`src/rtl/ser_tx_pkg.sv`:
```
// Shared types and constants for the ser_tx serializer.
package ser_tx_pkg;

   typedef enum logic [1:0] {
      IDLE  = 2'd0,
      SHIFT = 2'd1,
      DONE  = 2'd2
   } state_e;

   localparam int DW_DEF = 8;

   function automatic int cnt_w(input int dw);
      return (dw <= 1) ? 1 : $clog2(dw);
   endfunction

endpackage

```
`src/rtl/ser_cnt.sv`:
```
// Saturating up-counter with enable, synchronous clear and terminal count.
module ser_cnt #(
   parameter int            W   = 3,
   parameter logic [W-1:0]  MAX = '1
) (
   input  logic clk,
   input  logic rst_n,
   input  logic en,
   input  logic clr,
   output logic tc
);

   logic [W-1:0] cnt_q, cnt_d;

   assign tc = (cnt_q == MAX);

   // Holds at MAX instead of wrapping.
   always_comb begin
      cnt_d = cnt_q;
      if (clr)
         cnt_d = '0;
      else if (en && !tc)
         cnt_d = cnt_q + W'(1);
   end

   always_ff @(posedge clk or negedge rst_n) begin
      if (!rst_n)
         cnt_q <= '0;
      else
         cnt_q <= cnt_d;
   end

endmodule

```
`src/rtl/ser_tx.sv`:
```
// Parallel-to-serial transmitter, MSB first, with done pulse per word.
module ser_tx
   import ser_tx_pkg::*;
#(
   parameter int DW = DW_DEF
) (
   input  logic          cclk,
   input  logic          rst_n,
   input  logic          enb,
   input  logic          load_valid,
   input  logic [DW-1:0] load_data,
   output logic          load_ready,
   output logic          sdo,
   output logic          sdo_valid,
   output logic          busy,
   output logic          done
);

   localparam int           CW   = cnt_w(DW);
   localparam logic [CW-1:0] LAST = CW'(DW - 1);

   state_e        state_q, state_d;
   logic [DW-1:0] sh_q, sh_d;
   logic          accept;
   logic          cnt_en;
   logic          tc;

   assign accept = enb && load_valid && (state_q == IDLE);
   assign cnt_en = enb && (state_q == SHIFT);

   ser_cnt #(
      .W   (CW),
      .MAX (LAST)
   ) u_cnt (
      .clk   (cclk),
      .rst_n (rst_n),
      .en    (cnt_en),
      .clr   (accept),
      .tc    (tc)
   );

   always_comb begin
      state_d = state_q;
      sh_d    = sh_q;
      unique case (state_q)
         IDLE: begin
            if (accept) begin
               sh_d    = load_data;
               state_d = SHIFT;
            end
         end
         SHIFT: begin
            if (enb) begin
               sh_d = sh_q << 1;
               if (tc)
                  state_d = DONE;
            end
         end
         DONE: begin
            if (enb)
               state_d = IDLE;
         end
         default: state_d = IDLE;
      endcase
   end

   always_ff @(posedge cclk or negedge rst_n) begin
      if (!rst_n) begin
         state_q <= IDLE;
         sh_q    <= '0;
      end else begin
         state_q <= state_d;
         sh_q    <= sh_d;
      end
   end

   // Outputs depend on registered state only, so reset clears them at once.
   always_comb begin
      load_ready = 1'b0;
      sdo        = 1'b0;
      sdo_valid  = 1'b0;
      busy       = 1'b0;
      done       = 1'b0;
      unique case (state_q)
         IDLE:  load_ready = 1'b1;
         SHIFT: begin
            sdo       = sh_q[DW-1];
            sdo_valid = 1'b1;
            busy      = 1'b1;
         end
         DONE: begin
            busy = 1'b1;
            done = 1'b1;
         end
         default: load_ready = 1'b0;
      endcase
   end

endmodule

```
`config.mk`:
```
export PLATFORM = sky130hd
export DESIGN_NAME = ser_tx
export DESIGN_NICKNAME = d
export VERILOG_FILES = /design/src/rtl/ser_tx_pkg.sv /design/src/rtl/ser_cnt.sv /design/src/rtl/ser_tx.sv
export SDC_FILE = /design/constraint.sdc
export NUM_CORES = 1
export LEC_CHECK = 0
export CAP_MARGIN = 10
export CORE_ASPECT_RATIO = 0.8
export CORE_MARGIN = 4
export CORE_UTILIZATION = 40
export CTS_BUF_LIST = sky130_fd_sc_hd__clkbuf_4
export CTS_CLUSTER_DIAMETER = 60
export DETAILED_ROUTE_END_ITERATION = 10
export PLACE_DENSITY = 0.66
export SETUP_SLACK_MARGIN = 0.3
export SLEW_MARGIN = 40
export SYNTH_ARGS = -nofsm -noshare
export SYNTH_HDL_FRONTEND = slang
export SYNTH_SLANG_ARGS = --single-unit
```
`constraint.sdc`:
```
create_clock -name cclk -period 4.1 [get_ports cclk]
set_input_delay 0.615 -clock cclk [delete_from_list [all_inputs] [get_ports cclk]]
set_output_delay 0.615 -clock cclk [all_outputs]
set_load 0.02 [all_outputs]
```
==> flow_metrics.env <==
export IMPL_outcome="finished, final reports clean"
export IMPL_min_path_type="flip-flop to flip-flop"
export IMPL_cp_required_ps=3480
export IMPL_fmax_mhz=359
export IMPL_top_level_ports=17
export IMPL_ir_drop_mv=0.388
export IMPL_first_pass_iters=3
export IMPL_r2r_cells=5
export IMPL_drv_cap=0
export IMPL_initial_core_util_pct=44.4
export IMPL_final_core_util_pct=55.5
export IMPL_port_buffers=16
export IMPL_p_leak_nw=0.432
export IMPL_fill_cells=159
export IMPL_syn_to_final_growth_pct=25.0
export IMPL_drive_above_1_share_pct=7.32
export IMPL_cts_setup_buffers=0
export IMPL_postCtsHoldBufs=0
export IMPL_worstPathArrival_ps=2170
export IMPL_clk_pin_slew_ps=80
export IMPL_worstSetupEndpointType="primary output"
export IMPL_crit_path_top_delay_cell="clkdlybuf4s50_1"
export IMPL_numCtsBuffers=3
export IMPL_synthTopCellsByCount="13 x dfrtp_1, 9 x mux2i_1, 7 x a21oi_1, 7 x a31oi_1, 7 x ha_1"
export IMPL_timing_rr_end="sh_q[0]"
export IMPL_timing_final_crit_share_pct=68.0
export IMPL_wl_um=1340
export IMPL_cts_tree="built"
export IMPL_cp_endpoint="sdo"
export IMPL_placed_area_um2=908
export IMPL_slew_viol_final=0
export IMPL_drt_iter0_markers=8
export IMPL_grt_ovfl_total=0
export IMPL_fin_cells=104
export IMPL_die_width_um=56.4
export IMPL_synth_edf_count=0
export IMPL_ant_nets=0
export IMPL_drc=0
export IMPL_yosys_top_cells_area="dfrtp_1 43%, mux2i_1 12%, ha_1 12%"
export IMPL_place_gp_congestion=0.653
export IMPL_post_drt_wl_per_cell_um=12.9
export IMPL_crit_path_max_fanout=13
export IMPL_rows=13
export IMPL_antenna_cells=0
export IMPL_critical_path_class="flip-flop to primary output"
export IMPL_ys_ff_latch=13
export IMPL_worst_slack_ps=1310
export IMPL_hold_viol=0
export IMPL_fin_crit_ps=2790
export IMPL_critPathLaunch="state_q[1]"
export IMPL_synth_most_common_cell="dfrtp_1"
export IMPL_hold_depth=1
export IMPL_seq_area_frac_synth_pct=43.3
export IMPL_synth_distinct_cells=20
export IMPL_path_depth=4
export IMPL_viasPerCell=5.13
export IMPL_cts_root_buffer="clkbuf_4"
export IMPL_final_nets=102
export IMPL_finalSetupTns_ps=0
export IMPL_cts_htree_levels=1
export IMPL_synth_flop_cell="dfrtp_1"
export IMPL_grt_max_degree=20
export IMPL_avgSynthCellArea_um2=11.4
export IMPL_cts_sinks=13
export IMPL_worstPathCellList="inv_1 -> ha_1 -> and2_1 -> clkdlybuf4s50_1"
export IMPL_vias=534
export IMPL_clockBufferDepth=2
export IMPL_critPathLaunchType="flip-flop"
export IMPL_setup_viol=0
export IMPL_stdcell_area_um2=938
export IMPL_grtUsageTotal_pct=11.3
export IMPL_fin_skew_ps=2.30
export IMPL_reg2reg_slack_ps=2110
export IMPL_cpPeakStageDelay_ps=600
export IMPL_grt_pass1_vias=520
export IMPL_coreArea_mm2=0.00169
export IMPL_cts_resized_gates=0
export IMPL_max_slew_margin_rel_pct=58.6
export IMPL_multi_input_area_um2=384
export IMPL_synthesis_area_um2=751
export IMPL_antenna_found_initial=0
export IMPL_hpwl_um=1000
export IMPL_grt_pass1_wl_um=2230
export IMPL_rsz0062_at_grt="false"
export IMPL_seq_area_um2=325
export IMPL_dieArea_mm2=0.00264
export IMPL_worstMarginPinSlew_ps=620
export IMPL_worst_hold_slack_ps=505
export IMPL_post_place_ws_ps=1620
export IMPL_crit_buf_inv=2
export IMPL_power_uw=672
export IMPL_synth_cells=66
export IMPL_yosys_warnings=0
export IMPL_clk_latency_ps=280
export IMPL_async_reset_ff_share_pct=100
export IMPL_synth_top_area_share_pct=43.3
export IMPL_placed_cells=100
export IMPL_cp_top_family="buffers and inverters"
export IMPL_yosysTopAreaCell="dfrtp_1"
export IMPL_die_height_um=46.8
export IMPL_r2r_start="state_q[1]"
export IMPL_syn_num_nets=85
export IMPL_p_per_area_mw_per_mm2=716
sequential cells by signal, indices dropped and copies added, names as in the netlist:
name         count
sh_q             8
state_q          2
u_cnt.cnt_q      3
report_power, final:
part           internal (mW)  switching [mW]  leakage [nW]
clock network         0.0443          0.0422        0.0184
logic                  0.177           0.188         0.261
registers              0.187          0.0338         0.153
total                  0.408           0.264         0.432
worst min-delay path by stage:
stage | start | endpoint
after CTS | sh_q[0] | sh_q[0]
final | sh_q[0] | sh_q[0]
after detailed placement | sh_q[0] | sh_q[0]
after floorplan | rst_n | sh_q[0]
after global routing | sh_q[0] | sh_q[0]
after global placement | sh_q[0] | sh_q[0]
cell usage in the layout, fill, tap and decap left out, drive strengths merged:
cell type,instances
nand3b,1
and3,1
a221oi,1
o21ba,1
mux2,4
nor2,3
a31oi,7
a21oi,7
xor2,1
dfrtp,13
and2,1
clkdlybuf4s50,16
ha,7
nor2b,1
mux2i,9
inv,3
nand2,2
clkbuf,4
metal layers:
layer / vias to the layer above / global-route usage (%) / part of all wire (%)
li1: 267 / - / -
met1: 259 / 13.3 / 45
met2: 8 / 18.7 / 50
met3: 0 / 5.77 / 5.1
met4: 0 / 2.84 / 0
met5: - / 0 / 0
cell families after synthesis:
| group | after synthesis | share of synthesized area [%] |
|---|---|---|
| mux | 13 | 18.5 |
| buf+inv | 7 | 5.50 |
| xor+xnor | 1 | 1.17 |
| fa+ha+maj | 7 | 11.7 |
| simple gates | 9 | 6.00 |
| flops | 13 | 43.3 |
| compound gates | 16 | 13.8 |
final cells by class:
type                            count  area share, %
Multi-Input combinational cell     46           40.9
Timing Repair Buffer               16           17.1
Tap cell                           22           2.93
Inverter                            3           1.20
Sequential cell                    13           34.7
Clock buffer                        4           3.20
(Power assumes the default switching activity.)
